[src/rtl/rv_pkg.sv]
// -----------------------------------------------------------------------------
// rv_pkg
// Shared RV32I definitions for the IF/ID boundary: base opcodes, the
// instruction-format enum reported to decode, the skid-buffer occupancy
// states, and a 12-bit sign-extension helper used by the immediate generator.
// -----------------------------------------------------------------------------
package rv_pkg;

    localparam int XLEN = 32;

    localparam logic [6:0] I_LOAD_OP = 7'd3;
    localparam logic [6:0] I_OP      = 7'd19;
    localparam logic [6:0] U_ADD_OP  = 7'd23;
    localparam logic [6:0] S_OP      = 7'd35;
    localparam logic [6:0] R_OP      = 7'd51;
    localparam logic [6:0] U_LOAD_OP = 7'd55;
    localparam logic [6:0] B_OP      = 7'd99;
    localparam logic [6:0] J_OP      = 7'd111;

    typedef enum logic [2:0] {
        FMT_NONE    = 3'd0,
        FMT_R       = 3'd1,
        FMT_I       = 3'd2,
        FMT_S       = 3'd3,
        FMT_B       = 3'd4,
        FMT_U       = 3'd5,
        FMT_J       = 3'd6,
        FMT_ILLEGAL = 3'd7
    } fmt_e;

    typedef enum logic [1:0] {
        OCC_EMPTY = 2'd0,
        OCC_ONE   = 2'd1,
        OCC_TWO   = 2'd2
    } occ_e;

    function automatic logic [31:0] sext12(input logic [11:0] v);
        return {{20{v[11]}}, v};
    endfunction

endpackage

[src/rtl/if_id_stage_if.sv]
// -----------------------------------------------------------------------------
// if_id_stage_if
// Bundles the IF-side valid/ready channel, the redirect/consume controls and
// the decoded ID-side outputs of the IF/ID boundary.
//   master : fetch/decode environment (drives if_valid, IF_IR, IF_PC, flush,
//            id_ready; observes everything else)
//   slave  : the if_id_stage block itself
// -----------------------------------------------------------------------------
interface if_id_stage_if #(
    parameter int XLEN = 32
);
    import rv_pkg::*;

    logic            if_valid;
    logic            if_ready;
    logic [XLEN-1:0] IF_IR;
    logic [XLEN-1:0] IF_PC;
    logic            flush;
    logic            id_ready;
    logic            id_valid;
    logic [XLEN-1:0] ID_IR;
    logic [XLEN-1:0] ID_PC;
    logic [6:0]      ID_op;
    logic [2:0]      ID_funct3;
    logic [6:0]      ID_funct7;
    logic [4:0]      ID_rs1;
    logic [4:0]      ID_rs2;
    logic [4:0]      ID_rd;
    logic [31:0]     ID_imm;
    fmt_e            ID_fmt;

    modport master (
        output if_valid, IF_IR, IF_PC, flush, id_ready,
        input  if_ready, id_valid, ID_IR, ID_PC, ID_op, ID_funct3, ID_funct7,
               ID_rs1, ID_rs2, ID_rd, ID_imm, ID_fmt
    );

    modport slave (
        input  if_valid, IF_IR, IF_PC, flush, id_ready,
        output if_ready, id_valid, ID_IR, ID_PC, ID_op, ID_funct3, ID_funct7,
               ID_rs1, ID_rs2, ID_rd, ID_imm, ID_fmt
    );

endinterface

[src/rtl/if_id_stage_imm_gen.sv]
// -----------------------------------------------------------------------------
// imm_gen
// Combinational RV32I immediate extractor and format classifier.
//   ir  : instruction word
//   imm : sign-extended immediate (0 for R-type and unknown opcodes)
//   fmt : instruction format; unknown opcodes report FMT_ILLEGAL
// -----------------------------------------------------------------------------
module imm_gen
    import rv_pkg::*;
(
    input  logic [31:0] ir,
    output logic [31:0] imm,
    output fmt_e        fmt
);

    // Opcode decode into immediate and format.
    always_comb begin
        imm = 32'h0;
        fmt = FMT_ILLEGAL;
        case (ir[6:0])
            I_LOAD_OP, I_OP: begin
                imm = sext12(ir[31:20]);
                fmt = FMT_I;
            end
            S_OP: begin
                imm = sext12({ir[31:25], ir[11:7]});
                fmt = FMT_S;
            end
            B_OP: begin
                // 13-bit branch offset; bit 0 is implicitly zero.
                imm = {{19{ir[31]}}, ir[31], ir[7], ir[30:25], ir[11:8], 1'b0};
                fmt = FMT_B;
            end
            U_ADD_OP, U_LOAD_OP: begin
                imm = {ir[31:12], 12'h000};
                fmt = FMT_U;
            end
            J_OP: begin
                // 21-bit jump offset; bit 0 is implicitly zero.
                imm = {{11{ir[31]}}, ir[31], ir[19:12], ir[20], ir[30:21], 1'b0};
                fmt = FMT_J;
            end
            R_OP: begin
                imm = 32'h0;
                fmt = FMT_R;
            end
            default: begin
                imm = 32'h0;
                fmt = FMT_ILLEGAL;
            end
        endcase
    end

endmodule

[src/rtl/if_id_stage.sv]
// -----------------------------------------------------------------------------
// if_id_stage
// IF/ID pipeline boundary: a 2-entry skid buffer (main + skid) between fetch
// and decode with valid/ready handshakes, redirect squash, and registered
// decoded fields plus sign-extended immediate.
//   clk      : clock, all state on posedge
//   reset    : asynchronous active-low reset
//   bus      : if_id_stage_if.slave (IF channel, flush, id_ready, ID outputs)
//   stall_cnt, flush_cnt : present only when IF_ID_PERF_CNT_EN is defined
// Optional feature macro: IF_ID_PERF_CNT_EN (stall/flush event counters).
// -----------------------------------------------------------------------------
module if_id_stage #(
    parameter int          XLEN     = 32,
    parameter logic [31:0] RESET_PC = 32'h0
) (
    input  logic          clk,
    input  logic          reset,
    if_id_stage_if.slave  bus
`ifdef IF_ID_PERF_CNT_EN
    ,
    output logic [31:0]   stall_cnt,
    output logic [31:0]   flush_cnt
`endif
);
    import rv_pkg::*;

    occ_e            state_r;
    occ_e            state_s;
    logic            id_valid_r;
    logic            if_ready_r;
    logic            accept_s;
    logic            consume_s;
    logic            load_main_s;
    logic            load_skid_s;
    logic            load_from_skid_s;
    logic [XLEN-1:0] main_ir_r;
    logic [XLEN-1:0] main_pc_r;
    logic [XLEN-1:0] skid_ir_r;
    logic [XLEN-1:0] skid_pc_r;
    logic [XLEN-1:0] load_ir_s;
    logic [XLEN-1:0] load_pc_s;
    logic [31:0]     imm_s;
    logic [31:0]     imm_r;
    fmt_e            fmt_s;
    fmt_e            fmt_r;

    assign accept_s  = bus.if_valid & if_ready_r;
    assign consume_s = id_valid_r & bus.id_ready;

    // Occupancy next-state and load controls; flush overrides every transfer.
    always_comb begin
        state_s          = state_r;
        load_main_s      = 1'b0;
        load_skid_s      = 1'b0;
        load_from_skid_s = 1'b0;
        if (bus.flush) begin
            state_s = OCC_EMPTY;
        end else begin
            case (state_r)
                OCC_EMPTY: begin
                    if (accept_s) begin
                        state_s     = OCC_ONE;
                        load_main_s = 1'b1;
                    end else begin
                        state_s = OCC_EMPTY;
                    end
                end
                OCC_ONE: begin
                    if (consume_s && accept_s) begin
                        state_s     = OCC_ONE;
                        load_main_s = 1'b1;
                    end else if (consume_s) begin
                        state_s = OCC_EMPTY;
                    end else if (accept_s) begin
                        state_s     = OCC_TWO;
                        load_skid_s = 1'b1;
                    end else begin
                        state_s = OCC_ONE;
                    end
                end
                OCC_TWO: begin
                    if (consume_s) begin
                        state_s          = OCC_ONE;
                        load_main_s      = 1'b1;
                        load_from_skid_s = 1'b1;
                    end else begin
                        state_s = OCC_TWO;
                    end
                end
                default: begin
                    state_s = OCC_EMPTY;
                end
            endcase
        end
    end

    // Main entry is refilled from skid when draining TWO, else from IF.
    assign load_ir_s = load_from_skid_s ? skid_ir_r : bus.IF_IR;
    assign load_pc_s = load_from_skid_s ? skid_pc_r : bus.IF_PC;

    imm_gen u_imm_gen (
        .ir  (load_ir_s),
        .imm (imm_s),
        .fmt (fmt_s)
    );

    // Occupancy state with registered valid/ready derived from next state.
    always_ff @(posedge clk or negedge reset) begin
        if (!reset) begin
            state_r    <= OCC_EMPTY;
            id_valid_r <= 1'b0;
            if_ready_r <= 1'b1;
        end else begin
            state_r    <= state_s;
            id_valid_r <= (state_s != OCC_EMPTY);
            if_ready_r <= (state_s != OCC_TWO);
        end
    end

    // Main entry and its decode; holds last value while empty.
    always_ff @(posedge clk or negedge reset) begin
        if (!reset) begin
            main_ir_r <= '0;
            main_pc_r <= RESET_PC;
            imm_r     <= 32'h0;
            fmt_r     <= FMT_NONE;
        end else if (load_main_s) begin
            main_ir_r <= load_ir_s;
            main_pc_r <= load_pc_s;
            imm_r     <= imm_s;
            fmt_r     <= fmt_s;
        end else begin
            main_ir_r <= main_ir_r;
            main_pc_r <= main_pc_r;
            imm_r     <= imm_r;
            fmt_r     <= fmt_r;
        end
    end

    // Skid entry captures IF while main is occupied and not draining.
    always_ff @(posedge clk or negedge reset) begin
        if (!reset) begin
            skid_ir_r <= '0;
            skid_pc_r <= '0;
        end else if (load_skid_s) begin
            skid_ir_r <= bus.IF_IR;
            skid_pc_r <= bus.IF_PC;
        end else begin
            skid_ir_r <= skid_ir_r;
            skid_pc_r <= skid_pc_r;
        end
    end

    assign bus.if_ready  = if_ready_r;
    assign bus.id_valid  = id_valid_r;
    assign bus.ID_IR     = main_ir_r;
    assign bus.ID_PC     = main_pc_r;
    assign bus.ID_op     = main_ir_r[6:0];
    assign bus.ID_funct3 = main_ir_r[14:12];
    assign bus.ID_funct7 = main_ir_r[31:25];
    assign bus.ID_rs1    = main_ir_r[19:15];
    assign bus.ID_rs2    = main_ir_r[24:20];
    assign bus.ID_rd     = main_ir_r[11:7];
    assign bus.ID_imm    = imm_r;
    assign bus.ID_fmt    = fmt_r;

`ifdef IF_ID_PERF_CNT_EN
    logic [31:0] stall_cnt_r;
    logic [31:0] flush_cnt_r;
    logic        skid_valid_s;

    assign skid_valid_s = (state_r == OCC_TWO);

    // Event counters: decode back-pressure cycles and flushes of live entries.
    always_ff @(posedge clk or negedge reset) begin
        if (!reset) begin
            stall_cnt_r <= 32'h0;
            flush_cnt_r <= 32'h0;
        end else begin
            stall_cnt_r <= (id_valid_r & ~bus.id_ready) ? stall_cnt_r + 32'd1 : stall_cnt_r;
            flush_cnt_r <= (bus.flush & (id_valid_r | skid_valid_s)) ? flush_cnt_r + 32'd1
                                                                      : flush_cnt_r;
        end
    end

    assign stall_cnt = stall_cnt_r;
    assign flush_cnt = flush_cnt_r;
`endif

endmodule

[src/flat_wrapper.sv]
// flat-port wrapper written by rule: the top's interface ports become plain ports
module if_id_stage_flat import rv_pkg::*;
#(
    parameter int          XLEN     = 32,
    parameter logic [31:0] RESET_PC = 32'h0
)
  (clk, reset, bus_if_valid, bus_IF_IR, bus_IF_PC, bus_flush, bus_id_ready, bus_if_ready, bus_id_valid, bus_ID_IR, bus_ID_PC, bus_ID_op, bus_ID_funct3, bus_ID_funct7, bus_ID_rs1, bus_ID_rs2, bus_ID_rd, bus_ID_imm, bus_ID_fmt);
  if_id_stage_if #(.XLEN(XLEN)) bus_i ();
  input  logic clk;
  input  logic reset;
  input wire logic [$bits(bus_i.if_valid)-1:0] bus_if_valid;
  input wire logic [$bits(bus_i.IF_IR)-1:0] bus_IF_IR;
  input wire logic [$bits(bus_i.IF_PC)-1:0] bus_IF_PC;
  input wire logic [$bits(bus_i.flush)-1:0] bus_flush;
  input wire logic [$bits(bus_i.id_ready)-1:0] bus_id_ready;
  output wire logic [$bits(bus_i.if_ready)-1:0] bus_if_ready;
  output wire logic [$bits(bus_i.id_valid)-1:0] bus_id_valid;
  output wire logic [$bits(bus_i.ID_IR)-1:0] bus_ID_IR;
  output wire logic [$bits(bus_i.ID_PC)-1:0] bus_ID_PC;
  output wire logic [$bits(bus_i.ID_op)-1:0] bus_ID_op;
  output wire logic [$bits(bus_i.ID_funct3)-1:0] bus_ID_funct3;
  output wire logic [$bits(bus_i.ID_funct7)-1:0] bus_ID_funct7;
  output wire logic [$bits(bus_i.ID_rs1)-1:0] bus_ID_rs1;
  output wire logic [$bits(bus_i.ID_rs2)-1:0] bus_ID_rs2;
  output wire logic [$bits(bus_i.ID_rd)-1:0] bus_ID_rd;
  output wire logic [$bits(bus_i.ID_imm)-1:0] bus_ID_imm;
  output wire logic [$bits(bus_i.ID_fmt)-1:0] bus_ID_fmt;
  assign bus_i.if_valid = bus_if_valid;
  assign bus_i.IF_IR = bus_IF_IR;
  assign bus_i.IF_PC = bus_IF_PC;
  assign bus_i.flush = bus_flush;
  assign bus_i.id_ready = bus_id_ready;
  assign bus_if_ready = bus_i.if_ready;
  assign bus_id_valid = bus_i.id_valid;
  assign bus_ID_IR = bus_i.ID_IR;
  assign bus_ID_PC = bus_i.ID_PC;
  assign bus_ID_op = bus_i.ID_op;
  assign bus_ID_funct3 = bus_i.ID_funct3;
  assign bus_ID_funct7 = bus_i.ID_funct7;
  assign bus_ID_rs1 = bus_i.ID_rs1;
  assign bus_ID_rs2 = bus_i.ID_rs2;
  assign bus_ID_rd = bus_i.ID_rd;
  assign bus_ID_imm = bus_i.ID_imm;
  assign bus_ID_fmt = bus_i.ID_fmt;
  if_id_stage #(.XLEN(XLEN), .RESET_PC(RESET_PC)) u_core (.clk(clk), .reset(reset), .bus(bus_i));
endmodule
[config.mk]
export PLATFORM = sky130hd
export DESIGN_NAME = if_id_stage_flat
export DESIGN_NICKNAME = d
export VERILOG_FILES = /design/src/rtl/rv_pkg.sv /design/src/rtl/if_id_stage_if.sv /design/src/rtl/if_id_stage_imm_gen.sv /design/src/rtl/if_id_stage.sv /design/src/flat_wrapper.sv
export SDC_FILE = /design/constraint.sdc
export NUM_CORES = 1
export LEC_CHECK = 0
export ABC_AREA = 0
export ABC_CLOCK_PERIOD_IN_PS = 2300
export CORE_MARGIN = 2
export CORE_UTILIZATION = 40
export DETAILED_ROUTE_END_ITERATION = 8
export GPL_TIMING_DRIVEN = 0
export PLACE_DENSITY_LB_ADDON = 0.12
export SLEW_MARGIN = 0
export SYNTH_ARGS = -nofsm -noshare
export SYNTH_HDL_FRONTEND = slang
export SYNTH_SLANG_ARGS = --single-unit
[constraint.sdc]
create_clock -name clk -period 2.3 [get_ports clk]
set_input_delay 0.575 -clock clk [delete_from_list [all_inputs] [get_ports clk]]
set_output_delay 0.575 -clock clk [all_outputs]
set_load 0.01 [all_outputs]
==> reports/metrics.cfg <==
[status]
status = finished, final reports clean

[synth]
synthMostInstantiatedCell = dfrtp_1
synth-edff-count = 0
ys_types = 65
syn_area_um2 = 7690
synth_nets = 726
yosysTopAreaCell = dfrtp_1
synthTopCellsByCount = dfrtp_1, nand2_1, mux2_2
async_reset_ff_share_pct = 100
avgSynthCellArea_um2 = 11.7
synth_top_cell_area_share_pct = 54.0
postSynthCellCount = 655
yosys-top-cells-area = dfrtp_1, mux2_2, mux2i_1, nand2_1, buf_4
yosysWarnings = 0
ys_seq_elements = 167
seq_area_frac_synth_pct = 54.3
ys.flop_type = dfrtp_1

[setup_path]
cp-endpoint = u_core.bus.ID_imm[19]
max_stage_delay_ns = 0.61
crit_fanout = 9
crit_start = bus_IF_IR[6]
cp_data_required_time_ns = 2.64
worstSetupStartpointType = input port
timing.rr.start = u_core.state_r[1]
crit_path_top_delay_cell = clkdlybuf4s50_1
reg2reg_depth = 7
crit_type = input port to register
arrival_ns = 2.56
ff2ff_setup_slack_ns = 0.16
timing.rr.end = u_core.bus.ID_PC[3]
path_cells = clkdlybuf4s50_1 -> and3b_1 -> a31oi_1 -> nor3b_2 -> nor2_2 -> and4_4 -> buf_6 -> a211oi_2
crit_family = simple AND/OR/NAND/NOR gates
end_kind = register
worstSetupPathDepth = 8
path_buf_inv = 2

[grt]
grt_pass1_vias = 5990
grt_max_degree = 96
antenna_found_initial = 0
grt_overflow = 0
grt_pass1_wl_um = 32000
grt_usage_pct = 20.5

[clock_tree]
path_clk_slew_ns = 0.06
cts_buffers = 17
htree_levels = 4
cts_root_buffer = clkbuf_16
cts.sinks = 167
insertion_delay_ns = 0.42
tritoncts = built
clk_path_buf_depth = 2

[job]
cap_violations = 0

[timing]
min_period_ns = 2.23
finalHoldViolCount = 0
tightest_slew_ns = 0.588
fin_tns_setup_ns = 0
setup_viol = 0
skew_ns = 0.00813
whs_ns = 0.0983
max_freq_mhz = 449
max_slew_margin_pct = 60.8
fin_crit_sh_pct = 96.7
slew_violations = 0

[drt]
wl_per_cell_um = 18.2
vias = 5799
drt_iter0_markers = 268
drt_first_pass_iters = 4
drtAntennaViolNets = 0
remaining_drc_errors = 0
via_per_inst = 5.15
routed_wl_um = 20500

[power]
power.share.sequential_pct = 42.3
p_comb_share_pct = 30.8
powerDensity_nw_per_um2 = 990
clkPwrFrac_pct = 26.9
netSwitchingFraction_pct = 29.1
p_leak_nw = 4.99
vdd_drop_max_mv = 0.587
p_total_w = 0.0107
power.internal_w = 0.00757
power.net_switching_w = 0.00311

[floorplanning]
die_width_um = 143
rows = 50
num_io_pins = 202
die_y_um = 143
start_util_pct = 41.0
core_um2 = 18800
dieArea_um2 = 20400

[layout]
syn2layout_area_growth_pct = 40.2
drive_above_1_share_pct = 24.1
fin_area_um2 = 10800
nets = 951
num_antenna_cells = 0

[placement]
place_area_um2 = 10000
port_buffers = 201
place_congestion = 0.792
dp_hpwl_um = 14900

[min_path]
worst_hold_path_type = input port to async pin

## worst min-delay path by stage
stage,startpoint,end,slack (ns),depth (start not counted)
2_1_floorplan,reset,u_core.bus.ID_IR[0],0.28,0
3_3_place_gp,u_core.bus.ID_PC[2],u_core.bus.ID_PC[2],0.47,2
3_5_place_dp,u_core.bus.ID_PC[2],u_core.bus.ID_PC[2],0.47,2
4_1_cts,reset,u_core.bus.ID_IR[14],0.13,1
5_1_grt,reset,u_core.bus.ID_IR[12],0.15,1
6_report,reset,u_core.bus.ID_IR[14],0.1,1
## per-stage QoR
| step | setup slack [ns] | std cells | utilization, % |
|---|---|---|---|
| 2_1_floorplan | 0.0662 | 655 | - |
| 3_3_place_gp | -6.01 | 1090 | 53.3 |
| 3_5_place_dp | -0.961 | 1091 | 53.4 |
| 4_1_cts | 0.00164 | 1123 | 56.9 |
| 5_1_grt | -0.0421 | 1127 | 57.5 |
| 6_report | 0.0750 | 1127 | 57.5 |
## layout by cell type, fill, tap and decap left out, types with 7 or more instances in the layout
| master | instances |
|---|---|
| a211oi_2 | 9 |
| a21oi_1 | 14 |
| buf_4 | 43 |
| buf_6 | 8 |
| clkbuf_16 | 17 |
| clkbuf_2 | 11 |
| clkbuf_4 | 7 |
| clkdlybuf4s50_1 | 199 |
| dfrtp_1 | 166 |
| mux2_2 | 71 |
| mux2i_1 | 53 |
| nand2_1 | 96 |
| nor2_1 | 27 |
| o21ai_0 | 23 |
| o21ai_1 | 41 |
| o22a_1 | 12 |
## layout make-up
cell class / instances / area (um2)
buffer: 70 / 546
inverter: 4 / 20.0
sequential: 167 / 4180
fill: 1576 / 7980
tap: 234 / 293
timing repair buffer: 206 / 2070
multi-input combinational: 414 / 3080
clock buffer: 20 / 457
clock inverter: 12 / 140
## logic make-up after synthesis
logic type | Yosys count | share of synthesized area [%]
simple gates | 162 | 10.6
mux | 126 | 17.7
flops | 167 | 54.3
buf+inv | 74 | 6.23
fa+ha+maj | 2 | 0.325
compound gates | 124 | 10.8
## repair_timing
| action | CTS | global route |
|---|---|---|
| pin swaps | 0 | 4 |
| hold buffers | 0 | 0 |
| setup buffers | 0 | 4 |
| setup endpoints to repair | 162 | 141 |
| resized for setup | 24 | 37 |
## sequential cells by signal, indices dropped and copies added (netlist names)
| name | count |
|---|---|
| u_core.state_r | 2 |
| u_core.bus.ID_imm | 32 |
| u_core.bus.ID_IR | 32 |
| u_core.bus.if_ready | 1 |
| u_core.skid_ir_r | 32 |
| u_core.skid_pc_r | 32 |
| u_core.bus.id_valid | 1 |
| u_core.bus.ID_fmt | 3 |
| u_core.bus.ID_PC | 32 |
## power by group through the flow
stage	clock [W]	sequential (W)	combinational (W)
after global placement	0	0.00451	0.00320
final	0.00287	0.00452	0.00329
after detailed placement	0	0.00456	0.00329
after global routing	0.00308	0.00464	0.00355
after CTS	0.00293	0.00452	0.00331
after floorplan	0	0.00461	0.00141
## per-layer routing
layer  vias to the layer above  wire length (um)  GRT usage (%)
met5                         -                 0              0
met4                         0               335           6.41
met3                        23              1270           4.96
met2                       185             10200           34.8
met1                      2865              8720           26.0
li1                       2726                 -              -
Note: power is estimated with default switching activity, not from simulation.
